[src/rtl/drain_pkg.sv]
// Shared state encoding and baud-divisor helper for the FIFO-to-UART drain.
package drain_pkg;

  typedef enum logic [2:0] {IDLE, REQ, GAP, LOAD, TX} drain_state_t;

  function automatic int baud_div(input int clk_hz, input int baud);
    return clk_hz / baud;
  endfunction

endpackage

[src/rtl/uart_tx_byte.sv]
// UART 8N1 byte serialiser; a start in the same cycle as done chains the next
// frame directly after the stop bit.
module uart_tx_byte #(
  parameter int DIV = 434
) (
  input  logic       clk,
  input  logic       rst,
  input  logic       start,
  input  logic [7:0] data,
  output logic       tx,
  output logic       done
);

  localparam int CW = (DIV > 1) ? $clog2(DIV) : 1;
  localparam logic [CW-1:0] BAUD_LAST = CW'(DIV - 1);

  logic            active_reg;
  logic [8:0]      shift_reg;
  logic [3:0]      bit_idx_reg;
  logic [CW-1:0]   baud_cnt_reg;
  logic            tx_reg;

  assign tx   = tx_reg;
  assign done = active_reg && (baud_cnt_reg == '0) && (bit_idx_reg == 4'd9);

  // bit_idx 0 is the start bit, 1..8 data, 9 the stop bit.
  always_ff @(posedge clk) begin
    if (rst) begin
      active_reg   <= 1'b0;
      shift_reg    <= '1;
      bit_idx_reg  <= '0;
      baud_cnt_reg <= '0;
      tx_reg       <= 1'b1;
    end else if (start) begin
      active_reg   <= 1'b1;
      tx_reg       <= 1'b0;
      shift_reg    <= {1'b1, data};
      bit_idx_reg  <= '0;
      baud_cnt_reg <= BAUD_LAST;
    end else if (active_reg) begin
      if (baud_cnt_reg != '0) begin
        baud_cnt_reg <= baud_cnt_reg - 1'b1;
      end else if (bit_idx_reg == 4'd9) begin
        active_reg <= 1'b0;
      end else begin
        tx_reg       <= shift_reg[0];
        shift_reg    <= {1'b1, shift_reg[8:1]};
        bit_idx_reg  <= bit_idx_reg + 4'd1;
        baud_cnt_reg <= BAUD_LAST;
      end
    end
  end

endmodule

[src/rtl/fifo_uart_drain.sv]
// Pops 16-bit words from the pixel FIFO with a held read strobe and sends each
// as two UART bytes, high byte first.
module fifo_uart_drain
  import drain_pkg::*;
#(
  parameter int CLK_HZ    = 50_000_000,
  parameter int BAUD      = 115_200,
  parameter int REN_HOLD  = 8,
  parameter int RD_SETTLE = 4
) (
  input  logic        clk,
  input  logic        rst,
  input  logic        en,
  input  logic        fifo_d_available,
  input  logic [15:0] fifo_r_data,
  output logic        fifo_r_en,
  output logic        uart_tx,
  output logic        busy,
  output logic [15:0] words_sent
);

  localparam int DIV     = baud_div(CLK_HZ, BAUD);
  localparam int GAP_LEN = REN_HOLD + RD_SETTLE;
  localparam int HW      = $clog2(GAP_LEN + 1);
  localparam logic [HW-1:0] REQ_LAST = HW'(REN_HOLD - 1);
  localparam logic [HW-1:0] GAP_LAST = HW'(GAP_LEN - 1);

  drain_state_t  state_reg, state_next;
  logic [HW-1:0] cnt_reg, cnt_next;
  logic          byte_sel_reg, byte_sel_next;
  logic [7:0]    low_byte_reg, low_byte_next;
  logic [15:0]   words_reg, words_next;
  logic          tx_start;
  logic [7:0]    tx_data;
  logic          tx_done;

  assign fifo_r_en  = (state_reg == REQ);
  assign busy       = (state_reg != IDLE);
  assign words_sent = words_reg;

  always_ff @(posedge clk) begin
    if (rst) begin
      state_reg    <= IDLE;
      cnt_reg      <= '0;
      byte_sel_reg <= 1'b0;
      low_byte_reg <= '0;
      words_reg    <= '0;
    end else begin
      state_reg    <= state_next;
      cnt_reg      <= cnt_next;
      byte_sel_reg <= byte_sel_next;
      low_byte_reg <= low_byte_next;
      words_reg    <= words_next;
    end
  end

  always_comb begin
    state_next    = state_reg;
    cnt_next      = cnt_reg;
    byte_sel_next = byte_sel_reg;
    low_byte_next = low_byte_reg;
    words_next    = words_reg;
    tx_start      = 1'b0;
    tx_data       = 8'h00;
    unique case (state_reg)
      IDLE: begin
        cnt_next = '0;
        if (en && fifo_d_available) state_next = REQ;
      end
      REQ: begin
        if (cnt_reg == REQ_LAST) begin
          cnt_next   = '0;
          state_next = GAP;
        end else begin
          cnt_next = cnt_reg + 1'b1;
        end
      end
      GAP: begin
        if (cnt_reg == GAP_LAST) begin
          cnt_next   = '0;
          state_next = LOAD;
        end else begin
          cnt_next = cnt_reg + 1'b1;
        end
      end
      // The high byte goes straight from the FIFO bus so its start bit
      // appears the cycle after LOAD; only the low byte needs holding.
      LOAD: begin
        tx_start      = 1'b1;
        tx_data       = fifo_r_data[15:8];
        low_byte_next = fifo_r_data[7:0];
        byte_sel_next = 1'b0;
        state_next    = TX;
      end
      TX: begin
        if (tx_done) begin
          if (!byte_sel_reg) begin
            tx_start      = 1'b1;
            tx_data       = low_byte_reg;
            byte_sel_next = 1'b1;
          end else begin
            words_next = words_reg + 16'd1;
            state_next = IDLE;
          end
        end
      end
      default: state_next = IDLE;
    endcase
  end

  uart_tx_byte #(.DIV(DIV)) u_tx (
    .clk   (clk),
    .rst   (rst),
    .start (tx_start),
    .data  (tx_data),
    .tx    (uart_tx),
    .done  (tx_done)
  );

endmodule

[config.mk]
export PLATFORM = sky130hd
export DESIGN_NAME = fifo_uart_drain
export DESIGN_NICKNAME = d
export VERILOG_FILES = /design/src/rtl/drain_pkg.sv /design/src/rtl/uart_tx_byte.sv /design/src/rtl/fifo_uart_drain.sv
export SDC_FILE = /design/constraint.sdc
export NUM_CORES = 1
export LEC_CHECK = 0
export BUFFER_PORTS_ARGS = -buffer_cell sky130_fd_sc_hd__buf_2
export CORE_MARGIN = 2
export CORE_UTILIZATION = 55
export DETAILED_ROUTE_END_ITERATION = 16
export GPL_TIMING_DRIVEN = 0
export PLACE_DENSITY_LB_ADDON = 0.12
export SLEW_MARGIN = 20
export SYNTH_ARGS = -nofsm -noshare
export SYNTH_HDL_FRONTEND = slang
export SYNTH_SLANG_ARGS = --single-unit
[constraint.sdc]
create_clock -name clk -period 2.9 [get_ports clk]
set_input_delay 0.29 -clock clk [delete_from_list [all_inputs] [get_ports clk]]
set_output_delay 0.29 -clock clk [all_outputs]
set_load 0.02 [all_outputs]
==> results.json, run 1 <==
{
  "ctsHtreeMaxLevel": 2,
  "detail_route.wirelength_microns": 6732,
  "synth_seq_cells": 55,
  "grt_pass1_wl_microns": 11260,
  "area.sequential_sq_um": 1101,
  "grt_overflow": 0,
  "ctsRootBufferMaster": "clkbuf_8",
  "num-nets-final": 401,
  "worst_slew_pin_slew_ns": 0.7957,
  "num_rows": 26,
  "timing.critical_path.buf_inv": 2,
  "achievable_clock_frequency_mhz": 404.3,
  "postRouteAntennaNets": 0,
  "cts_sinks": 55,
  "fillCellCount": 420,
  "grt_antenna_before_repair": 0,
  "insertedDiodeCount": 0,
  "cp_slowest_cell": "nor4_1",
  "fin_worst_skew_ns": 0.009358,
  "synth-adder-area-share_pct": 2.563,
  "hold_bufs_at_cts": 0,
  "layout_setup_ws_ns": 0.4265,
  "synth_area_sq_um": 2929,
  "final_worst_path_period_need_ns": 2.473,
  "drc_errors": 0,
  "p_leak_nw": 1.125,
  "powerDensity_nw_per_um2": 401.4,
  "worst_ir_drop_vdd_uv": 256.7,
  "timing.final.hold_violations": 0,
  "clock_insertion_delay_worst_skew_ns": 0.31,
  "post_route_cells_drive_above_1_share_pct": 19.20,
  "floorplan.die.height_microns": 76.98,
  "required_ns": 3.14,
  "dieWidth_microns": 76.98,
  "main_combinational_cell_family_by_area_after_synthesis": "simple AND/OR/NAND/NOR gates",
  "clock_tree_buf_depth": 2,
  "synth-compound-area-share_pct": 25.20,
  "detail_route.first_pass.iterations": 4,
  "gp_congestion": 0.8137,
  "place_inst": 438,
  "status": "finished, final reports clean",
  "worstSetupStartpointType": "register",
  "post-place-ws_ns": 0.5456,
  "post_synth_inst_count": 330,
  "setup-tns-final_ns": 0,
  "die_area_sq_um": 5925,
  "rsz_0062_raised_after_global_routing": "no",
  "muxShareOfSynthArea_pct": 1.153,
  "final_setup_viols": 0,
  "postSynth.asyncResetShare_pct": 0,
  "tritoncts.num_buffers": 5,
  "post_synth.cell_area_avg_sq_um": 8.876,
  "via_count_of_the_first_global_routing_pass": 2425,
  "cts.repair_timing.setup_buffer_count": 0,
  "hpwlAfterDp_microns": 4728,
  "fp.coreArea_sq_um": 5107,
  "pin_count_of_the_biggest_net_entering_global_routing": 17,
  "clkTransAtPathRegs_ns": 0.10,
  "timing.final.crit_share_pct": 85.29,
  "area.growth.synth_to_final_pct": 13.11,
  "path_cells": "inv_1 -> ha_1 -> or4b_4 -> buf_6 -> nor4_1 -> a32oi_1 -> a32oi_2",
  "timing_max_transition_violations_final": 0,
  "max-cap-violations": 0,
  "kind_of_cell_adding_the_most_delay_to_the_critical_path": "simple AND/OR/NAND/NOR gates",
  "multi_input_combinational_cell_area_sq_um": 1665,
  "ctsResizeCount": 0,
  "largest_register_ffs": 16,
  "detail_route.vias_per_cell": 6.056,
  "via_count": 2695,
  "grtUsageTotal_pct": 23.04,
  "synth-edff-count": 0,
  "post_layout_nonfiller_instances": 445,
  "holdCritPathClass": "in -> reg",
  "synth-xor-area-share_pct": 1.196,
  "synthFlopType": "dfxtp_1",
  "cts_tree": "yes",
  "critical_path_class": "reg -> reg",
  "hold_ws_ns": 0.2084,
  "timing.critical_path.to_type": "register",
  "netlist-cell-type-count": 56,
  "placement_cell_area_sq_um": 3207,
  "detailed_route_wire_length_per_cell_microns": 15.13,
  "syn-num-nets": 356,
  "synthesis.yosys.warnings": 0,
  "detailedRoute.firstIterationViolations": 227,
  "slew-limit-headroom_pct": 46.46,
  "io_buffer_count": 38,
  "critPathArrivalTime_ns": 2.71,
  "floorplan.initialDensity_pct": 57.35,
  "proportion_of_synthesized_chip_area_in_sequential_cells_pct": 37.59,
  "io_pins": 39,
  "max_stage_delay_on_crit_path_ns": 0.66,
  "critical_path_peak_fanout": 8,
  "post_route_design_area_sq_um": 3313,
  "synth_simple_gate_area_share_pct": 26.74
}
==> final timing paths <==
path | from | end | slack (ns) | depth (start not counted)
min reg2reg | low_byte_reg[0]$_SDFFE_PP0P_ | low_byte_reg[0]$_SDFFE_PP0P_ | 0.46 | 2
max reg2reg | u_tx.baud_cnt_reg[0]$_SDFFE_PP0P_ | u_tx.shift_reg[7]$_SDFFE_PP1P_ | 0.43 | 7
max | u_tx.baud_cnt_reg[0]$_SDFFE_PP0P_ | u_tx.shift_reg[7]$_SDFFE_PP1P_ | 0.43 | 7
min | fifo_r_data[5] | low_byte_reg[5]$_SDFFE_PP0P_ | 0.21 | 3
==> per-layer routing <==
metal,wire (microns),part of all wire (%),global-route usage (%),vias to the layer above
met5,0,0,0,-
met4,65,0.97,6.250,0
met3,389,5.8,3.529,7
met2,3122,46,37.28,85
met1,3156,47,32.15,1253
li1,-,-,-,1350
==> per-stage QoR <==
stage	power, W	utilization [%]
6_report	0.001330	64.87
3_5_place_dp	0.0008363	62.79
5_1_grt	0.001364	64.87
4_1_cts	0.001333	64.87
3_3_place_gp	0.0008360	62.79
2_1_floorplan	0.0008095	-
==> worst reg2reg max path: stages (launching register included) <==
cell and delay, ns:
dfxtp_1 0.35, inv_1 0.12, ha_1 0.19, or4b_4 0.46
buf_6 0.15, nor4_1 0.67, a32oi_1 0.26, a32oi_2 0.21
==> synth_stat cells (3+ instances only) <==
| cell | instances | area [sq um] |
|---|---|---|
| nor3_1 | 5 | 25.02 |
| buf_6 | 4 | 45.04 |
| a31oi_1 | 4 | 25.02 |
| a21oi_1 | 34 | 170.2 |
| clkbuf_1 | 14 | 52.55 |
| o21ai_0 | 14 | 70.07 |
| a2bb2oi_2 | 7 | 105.1 |
| and4_1 | 3 | 26.28 |
| or3_1 | 5 | 31.28 |
| inv_1 | 13 | 48.80 |
| ha_1 | 6 | 75.07 |
| a211oi_1 | 3 | 22.52 |
| o31ai_1 | 15 | 112.6 |
| nor2_1 | 16 | 60.06 |
| a221oi_1 | 7 | 61.31 |
| mux2_2 | 3 | 33.78 |
| nand4_1 | 9 | 56.30 |
| nor4_1 | 3 | 18.77 |
| nand3_1 | 13 | 65.06 |
| buf_1 | 3 | 11.26 |
| nand2_1 | 31 | 116.4 |
| nand2b_1 | 3 | 18.77 |
| or4_1 | 15 | 112.6 |
| dfxtp_1 | 55 | 1101 |
| nor2b_1 | 3 | 18.77 |
| nand3b_1 | 6 | 45.04 |
==> area by class of cell <==
cell class | count | share of cell area [%]
Clock inverter | 2 | 1.133
Inverter | 13 | 1.473
Tap cell | 70 | 2.644
Buffer | 22 | 3.437
Sequential cell | 55 | 33.23
Timing Repair Buffer | 38 | 5.740
Clock buffer | 5 | 2.077
Multi-Input combinational cell | 240 | 50.26
==> cells in the final DEF (no fill, tap or decap), types with 5 or more instances in the layout <==
cell type	instances
ha_1	6
o21ai_0	14
a21oi_1	34
inv_1	13
clkbuf_1	14
o31ai_1	15
or4_1	15
nor3_1	5
nor2_1	16
nand4_1	9
a221oi_1	7
or3_1	5
buf_2	39
clkbuf_8	5
nand3b_1	6
dfxtp_1	55
a2bb2oi_2	7
nand2_1	31
nand3_1	13
==> logic make-up (layout without fill, tap and decap cells) <==
group | after synthesis | count (layout)
xor+xnor | 4 | 4
flops | 55 | 55
mux | 3 | 3
fa+ha+maj | 6 | 6
simple gates | 126 | 126
compound gates | 101 | 101
buf+inv | 35 | 80
==> power by group <==
| group | total (W) | leakage [nW] | switching, W | internal, W |
|---|---|---|---|---|
| Sequential | 0.000758 | 0.444 | 0.00000192 | 0.000757 |
| Combinational | 0.0000609 | 0.631 | 0.0000366 | 0.0000243 |
| Clock | 0.000510 | 0.0502 | 0.000257 | 0.000253 |
Power figures use the tool's default switching activity.
==> run 2, diff against run 1 <==
--- a/config.mk
+++ b/config.mk
@@ -7,7 +7,7 @@
 export LEC_CHECK = 0
 export BUFFER_PORTS_ARGS = -buffer_cell sky130_fd_sc_hd__buf_2
 export CORE_MARGIN = 2
-export CORE_UTILIZATION = 55
+export CORE_UTILIZATION = 52
 export DETAILED_ROUTE_END_ITERATION = 16
 export GPL_TIMING_DRIVEN = 0
 export PLACE_DENSITY_LB_ADDON = 0.12
==> constraint.sdc (replaced) <==
create_clock -name clk -period 2.2 [get_ports clk]
set_input_delay 0.22 -clock clk [delete_from_list [all_inputs] [get_ports clk]]
set_output_delay 0.22 -clock clk [all_outputs]
set_load 0.02 [all_outputs]
==> run 2 against run 1 <==
Net effect: power increased by 33%; critical endpoint is now words_sent[11]$_SDFFE_PP0P_; fmax rose by 18%; register-to-register slack lost 0.31 ns; first-iteration DRC count decreased by 30%; cell count up 1.6%; via count increased by 2.7%; non-clock buffer count increased by 4; clock power is 35% higher; utilization is 2.9 points lower; routed wire length is 3.7% higher.
==> results.json, run 2 (synthesized netlist as in run 1, its figures left out) <==
{
  "status": "finished, final reports clean",
  "clock_tree_buf_depth": 2,
  "layout.cells.most_common_list": "dfxtp_1 (54), buf_2 (39), a21oi_1 (34)",
  "powerDensity_nw_per_um2": 521.6,
  "layout_setup_ws_ns": 0.1126,
  "p_leak_nw": 1.157,
  "post_route_cells_drive_above_1_share_pct": 22.89,
  "critical_path_peak_fanout": 4,
  "pin_count_of_the_biggest_net_entering_global_routing": 18,
  "detail_route.wirelength_microns": 6980,
  "grt_overflow": 0,
  "floorplan.initialDensity_pct": 53.52,
  "postRouteAntennaNets": 0,
  "io_pins": 39,
  "dieWidth_microns": 79.05,
  "detailedRoute.firstIterationViolations": 160,
  "p_switching_w": 0.0003990,
  "critical_path_class": "reg -> reg",
  "achievable_clock_frequency_mhz": 479.1,
  "final_worst_path_period_need_ns": 2.087,
  "layout.cells.most_common": "dfxtp_1",
  "ctsRootBufferMaster": "clkbuf_8",
  "clock_insertion_delay_worst_skew_ns": 0.32,
  "detail_route.first_pass.iterations": 7,
  "io_buffer_count": 38,
  "cts_sinks": 55,
  "combPwrFrac_pct": 4.6,
  "worst_ir_drop_vdd_uv": 326.2,
  "grt_antenna_before_repair": 0,
  "internal-power_w": 0.001369,
  "worst_slew_pin_slew_ns": 0.7225,
  "startpoint_of_the_worst_slack_reg_to_reg_timing_path": "u_tx.baud_cnt_reg[0]$_SDFFE_PP0P_",
  "via_count_of_the_first_global_routing_pass": 2493,
  "num-nets-final": 405,
  "detailed_route_wire_length_per_cell_microns": 15.44,
  "grt_pass1_wl_microns": 11590,
  "timing.final.crit_share_pct": 94.88,
  "max-cap-violations": 0,
  "hpwlAfterDp_microns": 4927,
  "floorplan.die.height_microns": 79.05,
  "required_ns": 2.44,
  "p_seq_share_pct": 56.6,
  "via_count": 2768,
  "hold_bufs_at_cts": 0,
  "timing.final.hold_violations": 0,
  "drc_errors": 0,
  "grtUsageTotal_pct": 23.10,
  "num_rows": 27,
  "critPathArrivalTime_ns": 2.33,
  "insertedDiodeCount": 0,
  "final_setup_viols": 0,
  "fin_util_pct": 61.93,
  "cts_tree": "yes",
  "worstSetupStartpointType": "register",
  "area.growth.synth_to_final_pct": 15.72,
  "detail_route.vias_per_cell": 6.124,
  "ctsHtreeMaxLevel": 2,
  "fp.coreArea_sq_um": 5473,
  "worstHoldStart": "fifo_r_data[4]",
  "crit_start": "u_tx.baud_cnt_reg[0]$_SDFFE_PP0P_",
  "timing_max_transition_violations_final": 0,
  "total_power_w": 0.001768,
  "switching_share_pct": 22.57,
  "tritoncts.num_buffers": 5,
  "holdCritPathClass": "in -> reg",
  "clkPwrFrac_pct": 38.9,
  "post-place-ws_ns": -0.1424,
  "hold_ws_ns": 0.1336,
  "die_area_sq_um": 6249,
  "slew-limit-headroom_pct": 51.39,
  "largest_register_ffs": 16,
  "rsz_0062_raised_after_global_routing": "no",
  "clkTransAtPathRegs_ns": 0.11,
  "timing.critical_path.to_type": "register",
  "fin_worst_skew_ns": 0.009723,
  "gp_congestion": 0.7967
}
==> run 2: changes by cell type in the layout (fill, tap and decap cells not counted), sizes merged <==
cell / before / now
buf: 46 / 51
clkinvlp: 1 / 0
clkinv: 0 / 2
clkbuf: 19 / 18
==> run 2: worst paths after layout <==
check,cells after the start,slack [ns],to
worst max-delay path,7,0.11,words_sent[11]$_SDFFE_PP0P_
worst min-delay path,3,0.13,low_byte_reg[4]$_SDFFE_PP0P_
worst max register to register,7,0.11,words_sent[11]$_SDFFE_PP0P_
worst min register to register,2,0.46,low_byte_reg[6]$_SDFFE_PP0P_
==> run 2: through the flow <==
stage | setup TNS (ns) | area (sq um) | cells
floorplan | 0 | 2929 | 330
global placement | -0.5187 | 3209 | 440
detailed placement | -1.175 | 3209 | 440
CTS | 0 | 3352 | 451
global route | 0 | 3390 | 452
finish | 0 | 3390 | 452
==> run 2: area by class of cell <==
type / count / area, sq um
inverters: 13 / 48.80
repair buffers: 43 / 227.7
well taps: 72 / 90.09
clock buffers: 5 / 68.82
plain buffers: 21 / 112.6
flip-flops and latches: 55 / 1102
fillers: 498 / 2083
multi-input cells: 240 / 1695
clock inverters: 3 / 43.79
==> run 2: layer usage <==
layer	part of all wire (%)	up-vias	GRT usage, %
li1	-	1366	-
met1	46	1317	30.46
met2	47	76	38.64
met3	5.0	9	4.432
met4	1.0	0	6.379
met5	0	-	0
==> run 2: worst max-delay path: stages, from the launching register on <==
cell and delay [ns]:
dfxtp_1 0.35, inv_2 0.08, ha_2 0.18, nor4b_4 0.37, buf_4 0.21, nand4_1 0.12, or4_1 0.54, a21oi_1 0.15
==> run 2: power by group through the flow <==
stage               Combinational (W)  Clock (W)  Sequential, W
CTS                         0.0000808   0.000694        0.00100
global placement            0.0000798          0        0.00102
finish                      0.0000806   0.000688        0.00100
global route                0.0000884   0.000739        0.00100
detailed placement          0.0000806          0        0.00102
floorplan                   0.0000451          0        0.00102
==> run 2: what timing repair did <==
item	4_1_cts	5_1_grt
buffers inserted	3	2
gates cloned	0	0
hold endpoints to repair	0	0
pin swaps	1	2
endpoints found under the setup margin	17	39
gates resized for setup	2	10
==> run 3, diff against run 2 <==
--- a/config.mk
+++ b/config.mk
@@ -6,8 +6,10 @@
 export NUM_CORES = 1
 export LEC_CHECK = 0
 export BUFFER_PORTS_ARGS = -buffer_cell sky130_fd_sc_hd__buf_2
+export CELL_PAD_IN_SITES_DETAIL_PLACEMENT = 0
+export CELL_PAD_IN_SITES_GLOBAL_PLACEMENT = 1
 export CORE_MARGIN = 2
-export CORE_UTILIZATION = 52
+export CORE_UTILIZATION = 39
 export DETAILED_ROUTE_END_ITERATION = 16
 export GPL_TIMING_DRIVEN = 0
 export PLACE_DENSITY_LB_ADDON = 0.12
==> run 3 against run 2 <==
Net effect: clock-buffer cell count did not move; combinational power rose by 0.9%; largest power group unchanged; utilization fell by 15 points; fmax fell by 2.2%; worst setup slack got worse by 0.047 ns; first-iteration DRC count fell by 38%; critical path type unchanged; final area rose by 0.55%; cell count rose by 5.8%; sequential power barely moved; clock skew rose by 0.0019 ns.
==> results.json, run 3 (synthesized netlist as in run 1, its figures left out) <==
{
  "critPathArrivalTime_ns": 2.35,
  "largest_register_ffs": 16,
  "clkTransAtPathRegs_ns": 0.11,
  "clock_insertion_delay_worst_skew_ns": 0.32,
  "hpwlAfterDp_microns": 5207,
  "floorplan.initialDensity_pct": 40.38,
  "worstSetupStartpointType": "register",
  "timing.critical_path.to_type": "register",
  "status": "finished, final reports clean",
  "achievable_clock_frequency_mhz": 468.5,
  "holdCritPathClass": "in -> reg",
  "startpoint_of_the_worst_slack_reg_to_reg_timing_path": "u_tx.baud_cnt_reg[0]$_SDFFE_PP0P_",
  "area.growth.synth_to_final_pct": 16.36,
  "pin_count_of_the_biggest_net_entering_global_routing": 19,
  "critical_path_peak_fanout": 10,
  "r2r_end": "u_tx.shift_reg[3]$_SDFFE_PP1P_",
  "drc_errors": 0,
  "area.sequential_sq_um": 1102,
  "cts_sinks": 55,
  "post_route_cells_drive_above_1_share_pct": 23.75,
  "detail_route.first_pass.iterations": 4,
  "num_rows": 31,
  "flop_to_flop_setup_slack_ns": 0.07,
  "final_setup_viols": 0,
  "clock_tree_buf_depth": 2,
  "postRouteAntennaNets": 0,
  "post-place-ws_ns": -0.1131,
  "layout_setup_ws_ns": 0.06566,
  "crit_start": "u_tx.baud_cnt_reg[0]$_SDFFE_PP0P_",
  "detail_route.wirelength_microns": 7380,
  "layout.cells.most_common_list": "dfxtp_1 (54), buf_2 (39), a21oi_1 (33)",
  "timing.final.crit_share_pct": 97.02,
  "grt_antenna_before_repair": 0,
  "max-cap-violations": 0,
  "p_leak_nw": 1.147,
  "worst_slew_pin_slew_ns": 0.7736,
  "dieWidth_microns": 90.66,
  "io_buffer_count": 38,
  "tritoncts.num_buffers": 5,
  "layout.cells.most_common": "dfxtp_1",
  "critical_path_class": "reg -> reg",
  "fillCellCount": 742,
  "post_layout_nonfiller_instances": 478,
  "grt_pass1_wl_microns": 12410,
  "gp_congestion": 0.7750,
  "die_area_sq_um": 8219,
  "worstHoldStart": "fifo_r_data[6]",
  "io_pins": 39,
  "detail_route.vias_per_cell": 5.640,
  "via_count": 2696,
  "detailed_route_wire_length_per_cell_microns": 15.44,
  "multi_input_combinational_cell_area_sq_um": 1708,
  "via_count_of_the_first_global_routing_pass": 2581,
  "insertedDiodeCount": 0,
  "place_inst": 467,
  "cts_tree": "yes",
  "ctsRootBufferMaster": "clkbuf_8",
  "timing.final.hold_violations": 0,
  "required_ns": 2.42,
  "timing_max_transition_violations_final": 0,
  "detailedRoute.firstIterationViolations": 99,
  "setup-tns-final_ns": 0,
  "hold_bufs_at_cts": 0,
  "slew-limit-headroom_pct": 47.95,
  "floorplan.die.height_microns": 90.66,
  "powerDensity_nw_per_um2": 494.6,
  "grt_overflow": 0,
  "fin_worst_skew_ns": 0.01161,
  "ff2ff_path_depth": 8,
  "num-nets-final": 404,
  "ctsHtreeMaxLevel": 2,
  "grtUsageTotal_pct": 18.35,
  "setup_crit_end": "u_tx.shift_reg[3]$_SDFFE_PP1P_",
  "worst_ir_drop_vdd_uv": 211.1,
  "fp.coreArea_sq_um": 7253,
  "final_worst_path_period_need_ns": 2.134
}
==> run 3: worst min-delay path by stage <==
stage	cells after the start	slack [ns]	end
after floorplan	1	0.31	state_reg[0]$_SDFFE_PP0P_
after global placement	2	0.44	low_byte_reg[7]$_SDFFE_PP0P_
after detailed placement	2	0.45	low_byte_reg[7]$_SDFFE_PP0P_
after CTS	3	0.11	low_byte_reg[3]$_SDFFE_PP0P_
after global routing	3	0.14	low_byte_reg[0]$_SDFFE_PP0P_
final	3	0.12	low_byte_reg[6]$_SDFFE_PP0P_
==> run 3: final cells by class <==
type | instances | share of cell area (%)
buffer | 21 | 3.341
clock buffer | 5 | 2.019
clock inverter | 3 | 0.6608
inverter | 13 | 1.432
multi-input combinational | 240 | 50.11
sequential | 55 | 32.34
tap | 99 | 3.634
timing repair buffer | 42 | 6.461
==> run 3: stage by stage <==
step / utilization (%) / hold slack (ns) / power (W) / cell area [sq um]
floorplan: - / 0.3097 / 0.001067 / 2929
global placement: 44.71 / 0.4431 / 0.001104 / 3243
detailed placement: 44.71 / 0.4473 / 0.001104 / 3243
CTS: 46.42 / 0.1116 / 0.001710 / 3367
global route: 46.99 / 0.1425 / 0.001752 / 3408
finish: 46.99 / 0.1197 / 0.001686 / 3408
==> run 3: worst max-delay path, cell delays in order, from the launching register on <==
cell,delay [ns]
dfxtp_1,0.35
inv_2,0.09
ha_2,0.18
or4b_4,0.46
buf_6,0.16
o41a_4,0.47
buf_6,0.16
o21ai_1,0.10
a2bb2oi_2,0.07
==> run 3: what timing repair did <==
item                                    CTS  global route
pin swaps                                 2             2
setup buffers                             3             1
endpoints found under the setup margin   19            34
gates resized for setup                   3            16
==> run 3: per-layer routing <==
metal / up-vias / global-route usage [%] / share of wire [%]
met2: 58 / 29.17 / 46
met1: 1282 / 25.34 / 49
met3: 6 / 3.255 / 4.1
met4: 0 / 5.641 / 0.99
met5: - / 0 / 0
li1: 1350 / - / -
==> run 3: power by group <==
| part | leakage, nW | total [W] | switching [W] | internal [W] |
|---|---|---|---|---|
| combinational | 0.654 | 0.0000813 | 0.0000490 | 0.0000323 |
| sequential | 0.444 | 0.00100 | 0.00000238 | 0.000998 |
| clock | 0.0489 | 0.000605 | 0.000373 | 0.000232 |
| total | 1.15 | 0.00169 | 0.000424 | 0.00126 |
